### src/rtl/alu_pkg.sv
// ============================================================================
// Module      : alu_pkg
// Description : Shared operation codes, FSM states and iteration count for
//               the 8-bit sequential ALU.
// Revision    : 1.0 - initial release
// ============================================================================
`default_nettype none

package alu_pkg;

    typedef enum logic [3:0] {
        ADD = 4'd0,
        ADC = 4'd1,
        SUB = 4'd2,
        SBB = 4'd3,
        AND = 4'd4,
        OR  = 4'd5,
        XOR = 4'd6,
        INC = 4'd7,
        DEC = 4'd8,
        MUL = 4'd9,
        DIV = 4'd10
    } alu_op_t;

    typedef enum logic [0:0] {
        IDLE = 1'b0,
        ITER = 1'b1
    } alu_state_t;

    localparam int ALU_ITERS = 8;

    function automatic logic is_iterative(input logic [3:0] op);
        return (op == MUL) || (op == DIV);
    endfunction

endpackage

`default_nettype wire

### src/rtl/alu_muldiv_iter.sv
// ============================================================================
// Module      : alu_muldiv_iter
// Description : Shared shift register / accumulator performing one unsigned
//               shift-add multiply or restoring divide step per cycle.
// Revision    : 1.0 - initial release
// ============================================================================
`default_nettype none

module alu_muldiv_iter
    import alu_pkg::*;
#(
    parameter int WIDTH = 8
)
(
    input  logic             clk,
    input  logic             rst,
    input  logic             i_load,
    input  logic             i_step,
    input  logic             i_is_div,
    input  logic [WIDTH-1:0] i_operand_a,
    input  logic [WIDTH-1:0] i_operand_b,
    output logic [WIDTH-1:0] o_next_lo,
    output logic [WIDTH-1:0] o_next_hi,
    output logic             o_last
);

    localparam int c_CNT_W = $clog2(ALU_ITERS + 1);

    logic [WIDTH-1:0]   r_acc;
    logic [WIDTH-1:0]   r_q;
    logic [WIDTH-1:0]   r_m;
    logic [c_CNT_W-1:0] r_cnt;
    logic               r_div;

    logic [WIDTH:0]     w_sum;
    logic [WIDTH:0]     w_shift;
    logic [WIDTH:0]     w_diff;

    // MUL: {acc,q} shifts right with the multiplicand added in when q[0]=1.
    // DIV: {acc,q} shifts left; the trial subtraction's borrow bit decides restore.
    always_comb begin
        w_sum   = {1'b0, r_acc} + {1'b0, r_m};
        w_shift = {r_acc, r_q[WIDTH-1]};
        w_diff  = w_shift - {1'b0, r_m};
        if (r_div) begin
            if (!w_diff[WIDTH]) begin
                o_next_hi = w_diff[WIDTH-1:0];
                o_next_lo = {r_q[WIDTH-2:0], 1'b1};
            end else begin
                o_next_hi = w_shift[WIDTH-1:0];
                o_next_lo = {r_q[WIDTH-2:0], 1'b0};
            end
        end else begin
            if (r_q[0]) begin
                o_next_hi = w_sum[WIDTH:1];
                o_next_lo = {w_sum[0], r_q[WIDTH-1:1]};
            end else begin
                o_next_hi = {1'b0, r_acc[WIDTH-1:1]};
                o_next_lo = {r_acc[0], r_q[WIDTH-1:1]};
            end
        end
        o_last = (r_cnt == c_CNT_W'(1));
    end

    always_ff @(posedge clk or posedge rst) begin
        if (rst) begin
            r_acc <= '0;
            r_q   <= '0;
            r_m   <= '0;
            r_cnt <= '0;
            r_div <= 1'b0;
        end else if (i_load) begin
            r_acc <= '0;
            r_q   <= i_operand_a;
            r_m   <= i_operand_b;
            r_cnt <= c_CNT_W'(ALU_ITERS);
            r_div <= i_is_div;
        end else if (i_step && (r_cnt != '0)) begin
            r_acc <= o_next_hi;
            r_q   <= o_next_lo;
            r_cnt <= r_cnt - 1'b1;
        end
    end

endmodule

`default_nettype wire

### src/rtl/alu_8bit_seq.sv
// ============================================================================
// Module      : alu_8bit_seq
// Description : 8-bit execution unit: single-cycle arithmetic/logic plus
//               8-iteration unsigned MUL/DIV with start/busy/done handshake.
// Revision    : 1.0 - initial release
// ============================================================================
`default_nettype none

module alu_8bit_seq
    import alu_pkg::*;
#(
    parameter int WIDTH = 8
)
(
    input  logic             clk,
    input  logic             rst,
    input  logic             start,
    input  logic [3:0]       op,
    input  logic [WIDTH-1:0] operand_a,
    input  logic [WIDTH-1:0] operand_b,
    input  logic             carry_flag_in,
    output logic             busy,
    output logic             done,
    output logic [WIDTH-1:0] alu_result,
    output logic [WIDTH-1:0] result_hi,
    output logic             carry_out,
    output logic             overflow_out,
    output logic             update_flags,
    output logic             div_error
);

    alu_state_t       r_state;
    logic             r_is_div;

    logic [WIDTH:0]   w_sum;
    logic [WIDTH:0]   w_diff;
    logic [WIDTH-1:0] w_res;
    logic             w_cin;
    logic             w_cf;
    logic             w_of;
    logic             w_single;
    logic             w_div_zero;
    logic             w_load;
    logic             w_last;
    logic [WIDTH-1:0] w_md_lo;
    logic [WIDTH-1:0] w_md_hi;

    always_comb begin
        w_cin    = ((op == ADC) || (op == SBB)) ? carry_flag_in : 1'b0;
        w_sum    = {1'b0, operand_a} + {1'b0, operand_b} + {{WIDTH{1'b0}}, w_cin};
        w_diff   = {1'b0, operand_a} - {1'b0, operand_b} - {{WIDTH{1'b0}}, w_cin};
        w_res    = '0;
        w_cf     = 1'b0;
        w_of     = 1'b0;
        w_single = 1'b1;
        case (op)
            ADD, ADC: begin
                w_res = w_sum[WIDTH-1:0];
                w_cf  = w_sum[WIDTH];
                w_of  = (operand_a[WIDTH-1] == operand_b[WIDTH-1]) &&
                        (w_sum[WIDTH-1] != operand_a[WIDTH-1]);
            end
            SUB, SBB: begin
                w_res = w_diff[WIDTH-1:0];
                w_cf  = w_diff[WIDTH];
                w_of  = (operand_a[WIDTH-1] != operand_b[WIDTH-1]) &&
                        (w_diff[WIDTH-1] != operand_a[WIDTH-1]);
            end
            AND: w_res = operand_a & operand_b;
            OR:  w_res = operand_a | operand_b;
            XOR: w_res = operand_a ^ operand_b;
            INC: begin
                w_res = operand_a + WIDTH'(1);
                w_cf  = carry_flag_in;
                w_of  = (operand_a == {1'b0, {(WIDTH-1){1'b1}}});
            end
            DEC: begin
                w_res = operand_a - WIDTH'(1);
                w_cf  = carry_flag_in;
                w_of  = (operand_a == {1'b1, {(WIDTH-1){1'b0}}});
            end
            default: w_single = 1'b0;
        endcase
        w_div_zero = (op == DIV) && (operand_b == '0);
        w_load     = (r_state == IDLE) && start && is_iterative(op) && !w_div_zero;
    end

    alu_muldiv_iter #(
        .WIDTH       (WIDTH)
    ) u_muldiv (
        .clk         (clk),
        .rst         (rst),
        .i_load      (w_load),
        .i_step      (r_state == ITER),
        .i_is_div    (op == DIV),
        .i_operand_a (operand_a),
        .i_operand_b (operand_b),
        .o_next_lo   (w_md_lo),
        .o_next_hi   (w_md_hi),
        .o_last      (w_last)
    );

    always_ff @(posedge clk or posedge rst) begin
        if (rst) begin
            r_state      <= IDLE;
            r_is_div     <= 1'b0;
            busy         <= 1'b0;
            done         <= 1'b0;
            alu_result   <= '0;
            result_hi    <= '0;
            carry_out    <= 1'b0;
            overflow_out <= 1'b0;
            update_flags <= 1'b0;
            div_error    <= 1'b0;
        end else begin
            done         <= 1'b0;
            update_flags <= 1'b0;
            div_error    <= 1'b0;
            case (r_state)
                IDLE: begin
                    if (start) begin
                        if (w_single) begin
                            alu_result   <= w_res;
                            result_hi    <= '0;
                            carry_out    <= w_cf;
                            overflow_out <= w_of;
                            done         <= 1'b1;
                            update_flags <= 1'b1;
                        end else if (w_div_zero) begin
                            done      <= 1'b1;
                            div_error <= 1'b1;
                        end else if (is_iterative(op)) begin
                            r_state  <= ITER;
                            busy     <= 1'b1;
                            r_is_div <= (op == DIV);
                        end else begin
                            done <= 1'b1;
                        end
                    end
                end
                ITER: begin
                    // The final step's next values are the finished product or quotient.
                    if (w_last) begin
                        r_state    <= IDLE;
                        busy       <= 1'b0;
                        done       <= 1'b1;
                        alu_result <= w_md_lo;
                        result_hi  <= w_md_hi;
                        if (!r_is_div) begin
                            carry_out    <= (w_md_hi != '0);
                            overflow_out <= (w_md_hi != '0);
                            update_flags <= 1'b1;
                        end
                    end
                end
                default: r_state <= IDLE;
            endcase
        end
    end

endmodule

`default_nettype wire

### config.mk
export PLATFORM = sky130hd
export DESIGN_NAME = alu_8bit_seq
export DESIGN_NICKNAME = d
export VERILOG_FILES = /design/src/rtl/alu_pkg.sv /design/src/rtl/alu_muldiv_iter.sv /design/src/rtl/alu_8bit_seq.sv
export SDC_FILE = /design/constraint.sdc
export NUM_CORES = 1
export LEC_CHECK = 0
export ABC_AREA = 1
export CORE_MARGIN = 2
export CORE_UTILIZATION = 64
export CTS_BUF_LIST = sky130_fd_sc_hd__clkbuf_16
export CTS_CLUSTER_DIAMETER = 200
export CTS_CLUSTER_SIZE = 10
export DETAILED_ROUTE_END_ITERATION = 16
export GPL_ROUTABILITY_DRIVEN = 1
export HOLD_SLACK_MARGIN = 0.15
export PLACE_DENSITY = 0.95
export SLEW_MARGIN = 20
export SYNTH_ARGS = -nofsm -noshare
export SYNTH_HDL_FRONTEND = slang
export SYNTH_SLANG_ARGS = --single-unit
### constraint.sdc
create_clock -name clk -period 4.58 [get_ports clk]
set_clock_uncertainty 0.2 [all_clocks]
set_input_delay 0.687 -clock clk [delete_from_list [all_inputs] [get_ports clk]]
set_output_delay 0.687 -clock clk [all_outputs]
set_load 0.01 [all_outputs]
# Word level (Yosys, flattened, before mapping)
# Cells that the tools add are included.
# Widths: inputs -> output; s select.
[word_totals] in_bits=24 out_inout_bits=22 elab_cells=137 reg_bits=53
[op_classes] addsub=9 bitwise_logic=6 mux=60 reduce_logical=23 eq_ne=24
[ops] cell="$mux 8" count=15
[ops] cell="$pmux 8 s7" count=1
[ops] cell="$mux 1" count=32
[ops] cell="$pmux 8 s2" count=2
[ops] cell="$add 8x8->9" count=2
[ops] cell="$eq 4x3->1 const B" count=4
[ops] cell="$eq 4x4->1 const B" count=3
[ops] cell="$pmux 1 s2" count=6
[ops] cell="$ne 2x2->1 const B" count=5
[ops] cell="$reduce_and 5->1" count=2
[ops] cell="$add 9x1->9" count=1
[ops] cell="$reduce_or 9->1" count=1
[ops] cell="$sub 8x8->9" count=1
[ops] cell="$sub 9x1->9" count=1
[ops] cell="$sub 9x8->9" count=1
[ops] cell="$add 8x1->8 const B" count=1
[ops] cell="$and 8x8->8" count=1
[ops] cell="$eq 4x1->1 const B" count=2
[ops] cell="$eq 4x2->1 const B" count=2
[ops] cell="$eq 8x7->1 const B" count=1
[ops] cell="$eq 8x8->1 const B" count=1
[ops] cell="$logic_not 8->1" count=1
[ops] cell="$mux 4" count=2
[ops] cell="$or 8x8->8" count=1
[ops] cell="other kinds (19)" count=33

# Longest topological paths before layout
# Gate-level depths: netlist of run 1.
[logic_depth] word_depth=10 depth_mapped=21 mapped_depth_nobuf=21

# Modules after synthesis
# From an unflattened synthesis of run 1, not the netlist that was laid out.
[hier_totals] hier_cells=803 hier_area_um2=5376.4
[modules_own_cells] mod="alu_8bit_seq" n_inst=1 area_per_inst_um2=2980.4 seq_area_each_um2=600.6 cells_each=452
[modules_own_cells] mod="alu_muldiv_iter" n_inst=1 area_per_inst_um2=2396.0 seq_area_each_um2=725.7 cells_each=351

# Least setup slack after synthesis of run 1
# OpenSTA, ideal clock, no wires.
[synth_path] path_kind="input to register" start="input op[3]" end="register alu_result[6]" path_buffers=0 required_ns=4.303 path_stages=14 setup_ns=0.077 t_arrival_ns=2.626 setup_slack_ns=1.676 cell_sequence="nor2_1 nand3_1 fa_1 fa_1 inv_1 nand2_1 a21oi_1 nor2_1 a21oi_1 and2_1 o21ai_0 nand4_1 nand2_1 a21oi_1"
[synth_between] elab_chain_cells=8 elab_cells_between_ends=23 classes_between="2 x add/sub; 9 x eq/ne; 6 x mux; 6 x reduce/logical"
[synth_lines] element="from (decl)" line_no="alu_8bit_seq.sv:18" rtl="input logic [3:0] op,"
[synth_lines] element="$eq 4x1->1 or $eq 4x2->1 (tied branches)" line_no="alu_8bit_seq.sv:49, alu_8bit_seq.sv:56"
[synth_lines] element="$logic_or 1x1->1" line_no="alu_8bit_seq.sv:49" rtl="w_cin = ((op == ADC) || (op == SBB)) ? carry_flag_in : 1'b0;"
[synth_lines] element="$mux 1" line_no="alu_8bit_seq.sv:49"
[synth_lines] element="$sub 9x1->9 or $add 9x1->9 (tied branches)" line_no="alu_8bit_seq.sv:51, alu_8bit_seq.sv:50"
[synth_lines] element="$pmux 8 s7" line_no="alu_8bit_seq.sv:56" rtl="case (op)"
[synth_lines] element="$mux 8" line_no="alu_8bit_seq.sv:122" rtl="if (w_single) begin"
[synth_lines] element="$mux 8" line_no="alu_8bit_seq.sv:121" rtl="if (start) begin"
[synth_lines] element="$pmux 8 s2" line_no="alu_8bit_seq.sv:119" rtl="case (r_state)"
[synth_lines] element="to (signal assigned)" line_no="alu_8bit_seq.sv:123" rtl="alu_result <= w_res;"
[synth_lines] element="to (signal assigned)" line_no="alu_8bit_seq.sv:147" rtl="alu_result <= w_md_lo;"
[synth_lines] element="to (decl)" line_no="alu_8bit_seq.sv:24" rtl="output logic [WIDTH-1:0] alu_result,"
# Parallel ways exist; a longest one is shown, timed or not. The select of a mux whose other input is x is not followed.
# A chain may end at the register's enable or synchronous reset.

# Final worst setup path of run 1
[layout_path] start="input op[2]" end="register alu_result[6]"
# Same word-level chain as after synthesis.

==> flow_summary.ini, run 1 <==
[run_status]
status = complete, no violations

[route]
drc = 0
finalWirelength_um = 15200
post_drt_wl_per_cell_um = 17.7
1st_iter_drt_viols = 489
vias_per_cell = 6.10
drt_pre_antenna_iters = 7
vias = 5242
detail-route-antenna-nets = 0

[power]
powerDensity_nw_per_um2 = 633
power.net_switching_w = 0.00185
power.internal_w = 0.00177
sequentialPowerShare_pct = 25.4
power.ir.vdd_worst_v = 0.000358
total_leakage_power_nw = 2.90
sw_frac_of_total_pct = 51.2
comb_power_share_pct = 63.5
share_of_total_power_in_the_clock_network_pct = 11.1

[timing]
slew_headroom_pct = 42.9
rsz0062_at_grt = no
hold_viol = 0
setup_viol = 0
fmaxAchievable_mhz = 276
tns_ns = 0
finalCritPeriodShare_pct = 79.1
worstMarginPinSlew_ns = 0.855
slew_viol_final = 0
finalCriticalPeriod_ns = 3.62

[cts]
cts.root.buffer_cell = sky130_fd_sc_hd__clkbuf_16
clkTransAtPathRegs_ns = 0.08
tritoncts = done
post_cts.repair.setup_buffers = 0
post_cts_hold_buffer_count = 0
cts-buffers-inserted = 5
htree_num_levels = 2
clock_insertion_delay_at_the_later_pin_of_the_skew_report_ns = 0.30
ctsLongestPathBuffers = 2
resized_gates_after_cts = 0
clock_sinks = 53

[synth]
synth_enable_flop_cells = 0
post_synth_mux_area_share_pct = 0
synth.distinct_cells = 50
yosys.area_share.simple_pct = 29.5
post_synth_inst_count = 716
postSynthNetCount = 801
netlist_area_um2 = 5060
postSynth.asyncResetShare_pct = 100
synth.avg_cell_area_um2 = 7.07
post_synth_xor_area_fraction_pct = 1.90
yosysTopAreaCell = sky130_fd_sc_hd__dfrtp_1
synthAdderAreaFrac_pct = 16.1
synth_flop_cell = sky130_fd_sc_hd__dfrtp_1
yosysWarnings = 0
yosys-top-cells-area = sky130_fd_sc_hd__dfrtp_1 26%, sky130_fd_sc_hd__nand2_1 14%, sky130_fd_sc_hd__ha_1 13%, sky130_fd_sc_hd__inv_1 7.9%, sky130_fd_sc_hd__nand3_1 5.7%
synth_top_family_by_area = simple AND/OR/NAND/NOR gates
part_of_the_yosys_area_used_for_sequential_elements_pct = 26.2
yosys_register_bits = 53
yosysTopAreaCellShare_pct = 26.2
area_fraction_in_compound_gates_after_synthesis_pct = 16.2

[final_layout]
multi_input_comb_area_um2 = 3220
antenna_cells = 0
finalNetCount = 842
post_route_cells_drive_above_1_share_pct = 6.86
fillerInstances = 627
layout.cell_area.non_filler_um2 = 5720
ff_latch_area_um2 = 1330
area_growth_pct = 12.9

[placed_design]
numPortBuffers = 45
post-dp-hpwl_um = 11900
finalWeightedCongestion = 1.11
placedInstanceArea_um2 = 5570

[global_route]
grtUsageTotal_pct = 36.6
grt_pass1_vias = 5082
grt_remaining_overflow = 0
grt_first_pass_wirelength_um = 24700
grt_antenna_before_repair = 0
grt_start_max_net_pins = 54

[setup_path]
critPathKind = in -> reg
sort_of_element_at_the_end_of_the_critical_path = flop
cp.arrival_ns = 3.63
worst-path-max-fanout = 5
timing.critical_path.required_ns = 4.59
worst_setup_path_start_kind = input pin

[floorplanning]
floorplan.die.height_um = 93.0
rows = 32
die_width_um = 93.0
design.die.area_um2 = 8640
ioPinCount = 46
fp.coreArea_um2 = 7690
initial_utilization_pct = 65.9

[flow_run]
drv.max_cap_violation_count = 0

[hold_path]
min_path_type = reg -> reg
## power by group through the flow
| stage | logic, W | registers [W] | clock network, W |
|---|---|---|---|
| 4_1_cts | 0.00227 | 0.000906 | 0.000402 |
| 3_5_place_dp | 0.00225 | 0.000908 | 0 |
| 2_1_floorplan | 0.00165 | 0.000848 | 0 |
| 6_report | 0.00230 | 0.000918 | 0.000402 |
| 5_1_grt | 0.00255 | 0.000934 | 0.000419 |
| 3_3_place_gp | 0.00217 | 0.000894 | 0 |
## per-layer routing
metal	share of wire (%)	track usage (%)	routed length (um)	vias to the layer above
met5	0	0	0	-
met4	5.0	19.6	761	0
met3	7.8	6.02	1190	68
met2	49	62.2	7380	288
met1	39	44.4	5850	2443
li1	-	-	-	2443
## synthesized netlist by cell type (3+ instances only)
cell type	n
sky130_fd_sc_hd__clkbuf_1	3
sky130_fd_sc_hd__buf_2	3
sky130_fd_sc_hd__nand2_1	184
sky130_fd_sc_hd__nor3_1	3
sky130_fd_sc_hd__nand2_2	10
sky130_fd_sc_hd__inv_1	106
sky130_fd_sc_hd__nor4_1	4
sky130_fd_sc_hd__o21ai_1	4
sky130_fd_sc_hd__buf_6	4
sky130_fd_sc_hd__inv_2	6
sky130_fd_sc_hd__o22ai_1	13
sky130_fd_sc_hd__fa_1	7
sky130_fd_sc_hd__a21oi_1	45
sky130_fd_sc_hd__o221ai_1	3
sky130_fd_sc_hd__nand3_1	58
sky130_fd_sc_hd__o221ai_2	3
sky130_fd_sc_hd__nor2_1	44
sky130_fd_sc_hd__or2_2	7
sky130_fd_sc_hd__o21ai_0	43
sky130_fd_sc_hd__nor2_2	4
sky130_fd_sc_hd__o2111ai_1	3
sky130_fd_sc_hd__xor2_1	11
sky130_fd_sc_hd__nand4_1	9
sky130_fd_sc_hd__dfrtp_1	53
sky130_fd_sc_hd__ha_1	54
## placed cells by master, fill, tap and decap left out, types with 4 or more instances in the layout
cell type,count
sky130_fd_sc_hd__inv_1,105
sky130_fd_sc_hd__nor2_2,4
sky130_fd_sc_hd__nand3_1,58
sky130_fd_sc_hd__nand2_2,10
sky130_fd_sc_hd__nor2_1,44
sky130_fd_sc_hd__or2_2,7
sky130_fd_sc_hd__dfrtp_1,53
sky130_fd_sc_hd__nand2_1,184
sky130_fd_sc_hd__nor4_1,4
sky130_fd_sc_hd__ha_1,54
sky130_fd_sc_hd__nand4_1,9
sky130_fd_sc_hd__o22ai_1,13
sky130_fd_sc_hd__xor2_1,11
sky130_fd_sc_hd__inv_2,6
sky130_fd_sc_hd__o21ai_0,43
sky130_fd_sc_hd__clkbuf_16,5
sky130_fd_sc_hd__a21oi_1,45
sky130_fd_sc_hd__clkdlybuf4s50_1,45
sky130_fd_sc_hd__fa_1,7
sky130_fd_sc_hd__o21ai_1,4
## metrics by stage
stage	setup WS [ns]	total power, W	util, %	hold slack, ns	instances
after global routing	0.751	0.00391	74.3	0.321	860
after CTS	1.04	0.00358	74.3	0.286	860
after detailed placement	0.781	0.00316	72.4	0.268	852
final	0.956	0.00362	74.3	0.283	860
after global placement	0.834	0.00307	72.4	0.261	852
after floorplan	1.68	0.00250	-	0.243	716
## final cells by class
cell class                      count  share of cell area, %
Multi-Input combinational cell    537                   56.4
Timing Repair Buffer               46                   8.01
Sequential cell                    53                   23.2
Clock inverter                      3                  0.438
Inverter                          114                   7.53
Tap cell                          102                   2.23
Clock buffer                        5                   2.19
## cells by family after synthesis
group,Yosys count
xor+xnor,11
simple gates,334
compound gates,131
fa+ha+maj,61
buf+inv,126
flops,53
## worst paths after layout
| kind | start | end | slack [ns] | cells past startpoint |
|---|---|---|---|---|
| setup / recovery | op[2] | alu_result[6] | 0.96 | 15 |
| hold / removal | r_is_div | r_is_div | 0.28 | 2 |
| setup reg to reg | u_muldiv.r_q[7] | carry_out | 1.56 | 20 |
| hold reg to reg | r_is_div | r_is_div | 0.28 | 2 |
| max in group asynchronous | rst | alu_result[0] | 3.07 | 2 |
| min in group asynchronous | rst | result_hi[3] | 0.64 | 2 |
## registers in the layout (all words and copies together), names as in the netlist
signal,count
alu_result,8
result_hi,8
u_muldiv.r_acc,8
u_muldiv.r_m,8
u_muldiv.r_q,8
u_muldiv.r_cnt,4
busy,1
carry_out,1
div_error,1
done,1
overflow_out,1
r_is_div,1
r_state,1
u_muldiv.r_div,1
update_flags,1
## critical path, cell delays in order
cell and delay [ns]:
sky130_fd_sc_hd__clkdlybuf4s50_1 0.51, sky130_fd_sc_hd__nor2_1 0.16, sky130_fd_sc_hd__nand3_1 0.15, sky130_fd_sc_hd__fa_1 0.45, sky130_fd_sc_hd__fa_1 0.41, sky130_fd_sc_hd__inv_1 0.07
sky130_fd_sc_hd__nand2_1 0.08, sky130_fd_sc_hd__a21oi_1 0.18, sky130_fd_sc_hd__nor2_1 0.10, sky130_fd_sc_hd__a21oi_1 0.17, sky130_fd_sc_hd__and2_1 0.14, sky130_fd_sc_hd__o21ai_0 0.09
sky130_fd_sc_hd__nand4_1 0.18, sky130_fd_sc_hd__nand2_1 0.07, sky130_fd_sc_hd__a21oi_1 0.18
Power figures use the tool's default switching activity.
==> run 2: changes to the inputs <==
Settings changed: CORE_UTILIZATION 64 to 59, PLACE_DENSITY 0.95 to 0.92.
Clock period 4.58 ns to 3.7 ns, I/O delays scaled along.
==> run 2 against run 1 <==
Power up 24%. Sequential share of layout area down 0.37 points. Critical endpoint is now carry_out. First-iteration DRC count down 24%.
==> flow_summary.ini, run 2 (synthesized netlist as in run 1, its figures left out) <==
[final_layout]
finalNetCount = 854
most_common_library_cell_in_the_layout_ignoring_fill_and_taps = sky130_fd_sc_hd__nand2_1
multi_input_comb_area_um2 = 3220
ff_latch_area_um2 = 1330
layout.cells.most_common_list = 184 x sky130_fd_sc_hd__nand2_1, 105 x sky130_fd_sc_hd__inv_1, 58 x sky130_fd_sc_hd__nand3_1
post_layout_nonfiller_instances = 875
area_growth_pct = 14.7
post_route_cells_drive_above_1_share_pct = 8.31
fillerInstances = 676
antenna_cells = 0

[route]
1st_iter_drt_viols = 370
post_drt_wl_per_cell_um = 17.1
finalWirelength_um = 15000
detail-route-antenna-nets = 0
vias = 5158
drc = 0
vias_per_cell = 5.89
drt_pre_antenna_iters = 5

[setup_path]
crit-reg2reg-launch = u_muldiv.r_q[7]
cp.arrival_ns = 3.28
timing.reg2reg.setup_slack_ns = 0.66
worst-path-max-fanout = 5
timing.critical_path.required_ns = 3.68
r2r_depth = 20
critPathKind = in -> reg
worstReg2RegEnd = carry_out
worst_setup_path_start_kind = input pin
sort_of_element_at_the_end_of_the_critical_path = flop

[cts]
clock_insertion_delay_at_the_later_pin_of_the_skew_report_ns = 0.29
htree_num_levels = 2
clkTransAtPathRegs_ns = 0.07
cts-buffers-inserted = 5
resized_gates_after_cts = 0
clock_sinks = 53
tritoncts = done
post_cts.repair.setup_buffers = 0
ctsLongestPathBuffers = 2
cts.root.buffer_cell = sky130_fd_sc_hd__clkbuf_16
post_cts_hold_buffer_count = 0

[timing]
finalCritPeriodShare_pct = 89.2
slew_headroom_pct = 38.8
finalCriticalPeriod_ns = 3.30
tns_ns = 0
slew_viol_final = 0
hold_viol = 0
fmaxAchievable_mhz = 303
worstMarginPinSlew_ns = 0.918
setup_viol = 0
rsz0062_at_grt = no

[global_route]
grtUsageTotal_pct = 32.2
grt_remaining_overflow = 0
grt_pass1_vias = 5073
grt_antenna_before_repair = 0
grt_first_pass_wirelength_um = 24800
grt_start_max_net_pins = 54

[floorplanning]
ioPinCount = 46
design.die.area_um2 = 9340
fp.coreArea_um2 = 8260
die_width_um = 96.6
initial_utilization_pct = 61.3
floorplan.die.height_um = 96.6
rows = 33

[run_status]
status = complete, no violations

[placed_design]
placedCellCount = 867
finalWeightedCongestion = 0.980
numPortBuffers = 45
post-dp-hpwl_um = 11900

[hold_path]
whs_path_depth = 2
worstHoldStart = r_is_div
hold_end = r_is_div
min_path_type = reg -> reg

[power]
power.ir.vdd_worst_v = 0.000394
powerDensity_nw_per_um2 = 771
total_leakage_power_nw = 2.96

[flow_run]
drv.max_cap_violation_count = 0
==> run 2: cell types whose count changed in the layout (fill, tap and decap cells not counted) <==
cell	delta
sky130_fd_sc_hd__buf_4	+12
sky130_fd_sc_hd__clkinv_2	+1
sky130_fd_sc_hd__inv_4	-1
==> run 2: critical path, cell delays in order <==
cell and delay (ns):
sky130_fd_sc_hd__clkdlybuf4s50_1 0.51, sky130_fd_sc_hd__nor2_1 0.16, sky130_fd_sc_hd__nand3_1 0.14, sky130_fd_sc_hd__fa_1 0.46
sky130_fd_sc_hd__fa_1 0.41, sky130_fd_sc_hd__inv_1 0.06, sky130_fd_sc_hd__nand2_1 0.07, sky130_fd_sc_hd__a21oi_1 0.17
sky130_fd_sc_hd__nor2_1 0.10, sky130_fd_sc_hd__nand4_1 0.11, sky130_fd_sc_hd__nand3_1 0.09, sky130_fd_sc_hd__nand3_1 0.10
sky130_fd_sc_hd__nand3_1 0.08, sky130_fd_sc_hd__nand2_1 0.08, sky130_fd_sc_hd__nand2_1 0.06, sky130_fd_sc_hd__nand2_1 0.06
sky130_fd_sc_hd__nand2_1 0.06
==> run 2: worst max-delay path by stage <==
stage          start       endpoint
2_1_floorplan  op[3]  alu_result[6]
3_3_place_gp   op[2]  alu_result[6]
3_5_place_dp   op[2]  alu_result[6]
4_1_cts        op[2]      carry_out
5_1_grt        op[2]   overflow_out
6_report       op[2]      carry_out
==> run 2: per-layer routing <==
layer	track usage [%]	wire length [um]	vias up	share of wire, %
li1	-	-	2462	-
met4	13.7	726	0	4.8
met5	0	0	-	0
met3	5.49	1110	57	7.4
met2	56.0	7290	258	49
met1	39.3	5870	2381	39
==> run 2: power by group <==
group	total [W]	switching, W	internal (W)	leakage, nW
Combinational	0.00286	0.00176	0.00110	2.23
Sequential	0.00113	0.000284	0.000844	0.663
Clock	0.000486	0.000231	0.000255	0.0704
Total	0.00448	0.00228	0.00220	2.96
==> run 2: area by class of cell <==
class	count	share of cell area (%)
repair buffers	58	9.44
well taps	105	2.26
clock inverters	3	0.431
clock buffers	5	2.15
inverters	114	7.39
multi-input cells	537	55.5
flip-flops and latches	53	22.8
==> run 2: stage by stage <==
step	hold slack (ns)	instance area, um2	worst slack, ns	total power, W	util [%]
5_1_grt	0.311	5810	0.189	0.00486	70.3
2_1_floorplan	0.243	5060	0.928	0.00309	-
6_report	0.285	5810	0.399	0.00448	70.3
3_5_place_dp	0.268	5660	0.138	0.00391	68.5
3_3_place_gp	0.260	5660	0.227	0.00379	68.5
4_1_cts	0.284	5810	0.442	0.00443	70.3
==> run 3: changes to the inputs <==
Settings changed: CORE_MARGIN 2 to 1.5.
==> run 3 against run 2 <==
Register-to-register slack improved by 0.05 ns. Highest routed layer unchanged. Critical endpoint is now alu_result[7]. Non-clock buffer count shrank 3. First-iteration DRC count increased by 28%.
==> flow_summary.ini, run 3 (synthesized netlist as in run 1, its figures left out) <==
[run_status]
status = complete, no violations

[power]
power.ir.vdd_worst_v = 0.000476
sequentialPowerShare_pct = 25.4
powerDensity_nw_per_um2 = 771
total_leakage_power_nw = 2.94
comb_power_share_pct = 63.9
sw_frac_of_total_pct = 50.8
power.internal_w = 0.00220
share_of_total_power_in_the_clock_network_pct = 10.7
power.net_switching_w = 0.00226

[setup_path]
critPathKind = in -> reg
launch_point_of_the_worst_path = op[2]
cp.arrival_ns = 3.36
crit_slowest_cell = sky130_fd_sc_hd__fa_1
critical_path.cell_chain = clkdlybuf4s50_1 > nor2_1 > nand3_1 > fa_1 > inv_1 > ha_1 > o21ai_0 > nand2_1 > nand2_1 > nand2_1 > inv_1 > o21ai_0 > nand2_1 > nand3_1 > nand4_1 > nand2_1 > a21oi_1
sort_of_element_at_the_end_of_the_critical_path = flop
crit-reg2reg-launch = u_muldiv.r_q[7]
timing.critical_path.required_ns = 3.71
crit_buf_inv = 3
worst-path-max-fanout = 5
worst_path_largest_cell_delay_ns = 0.55
critical_path.top_delay_family = simple AND/OR/NAND/NOR gates
worst_setup_path_start_kind = input pin
critical-path-top-cell-by-count = sky130_fd_sc_hd__nand2_1

[timing]
tns_ns = 0
finalCriticalPeriod_ns = 3.36
finalCritPeriodShare_pct = 90.7
slew_headroom_pct = 38.8
hold_viol = 0
setup_viol = 0
worstMarginPinSlew_ns = 0.916
fmaxAchievable_mhz = 298
final.setup.worst_slack_ns = 0.345
rsz0062_at_grt = no
slew_viol_final = 0

[final_layout]
layout.cell_area.non_filler_um2 = 5790
antenna_cells = 0
post_layout_nonfiller_instances = 872
post_route_cells_drive_above_1_share_pct = 7.95
layout.cells.most_common_list = 184 x sky130_fd_sc_hd__nand2_1, 105 x sky130_fd_sc_hd__inv_1, 58 x sky130_fd_sc_hd__nand3_1
area_growth_pct = 14.3
most_common_library_cell_in_the_layout_ignoring_fill_and_taps = sky130_fd_sc_hd__nand2_1
finalNetCount = 851

[global_route]
grt_first_pass_wirelength_um = 23600
grtUsageTotal_pct = 33.9
grt_antenna_before_repair = 0
grt_start_max_net_pins = 54
grt_pass1_vias = 4946
grt_remaining_overflow = 0

[cts]
htree_num_levels = 2
resized_gates_after_cts = 0
clkTransAtPathRegs_ns = 0.07
post_cts_hold_buffer_count = 0
clock_sinks = 53
ctsLongestPathBuffers = 2
cts-buffers-inserted = 5
post_cts.repair.setup_buffers = 0
cts.root.buffer_cell = sky130_fd_sc_hd__clkbuf_16
clock_insertion_delay_at_the_later_pin_of_the_skew_report_ns = 0.29
tritoncts = done

[route]
vias_per_cell = 6.05
post_drt_wl_per_cell_um = 17.2
1st_iter_drt_viols = 472
detail-route-antenna-nets = 0
finalWirelength_um = 15000
drt_pre_antenna_iters = 5
drc = 0
vias = 5273

[floorplanning]
die_width_um = 95.6
fp.coreArea_um2 = 8260
floorplan.die.height_um = 95.6
rows = 33
design.die.area_um2 = 9150
ioPinCount = 46
initial_utilization_pct = 61.3

[placed_design]
placedCellCount = 864
post-dp-hpwl_um = 11900
placedInstanceArea_um2 = 5630
numPortBuffers = 45
finalWeightedCongestion = 1.07
place_ws_ns = 0.131

[hold_path]
min_path_type = reg -> reg
worstHoldStart = busy

[flow_run]
drv.max_cap_violation_count = 0
## run 3: final timing paths
| check | to | slack [ns] | cells after the start |
|---|---|---|---|
| min | busy | 0.29 | 2 |
| min reg2reg | busy | 0.29 | 2 |
| max | alu_result[7] | 0.34 | 17 |
| max reg2reg | carry_out | 0.71 | 20 |
| max in group asynchronous | alu_result[5] | 2.21 | 2 |
| min in group asynchronous | u_muldiv.r_acc[4] | 0.56 | 2 |
## run 3: worst reg2reg max path: cells and delay by family, from the launching register on
| family | cells | cell delay, ns |
|---|---|---|
| adders and majority gates | 2 | 0.61 |
| and+or+nand+nor | 16 | 1.49 |
| DFF | 1 | 0.40 |
| buffers and inverters | 2 | 0.17 |
## run 3: layer usage
metal / global-route usage, % / vias up / part of all wire (%)
met3: 6.54 / 66 / 8.1
met1: 41.2 / 2480 / 39
met2: 56.5 / 267 / 47
li1: - / 2460 / -
met4: 17.8 / 0 / 5.5
met5: 0 / - / 0
## run 3: per-stage QoR
step / total power (W) / util [%] / hold slack, ns
CTS: 0.00441 / 70.0 / 0.284
global placement: 0.00380 / 68.2 / 0.258
finish: 0.00446 / 70.1 / 0.285
floorplan: 0.00309 / - / 0.243
detailed placement: 0.00391 / 68.2 / 0.265
global route: 0.00485 / 70.1 / 0.302
## run 3: area by class of cell
type / count / area, um2
Tap cell: 105 / 131
Timing Repair Buffer: 55 / 526
Fill cell: 714 / 2470
Multi-Input combinational cell: 537 / 3220
Clock buffer: 5 / 125
Clock inverter: 3 / 25.0
Sequential cell: 53 / 1330
Inverter: 114 / 429
## run 3: power by group through the flow
stage	sequential [W]	clock (W)	combinational, W
after detailed placement	0.00112	0	0.00279
final	0.00113	0.000479	0.00285
after floorplan	0.00105	0	0.00205
after global routing	0.00116	0.000498	0.00320
after global placement	0.00111	0	0.00269
after CTS	0.00112	0.000477	0.00282
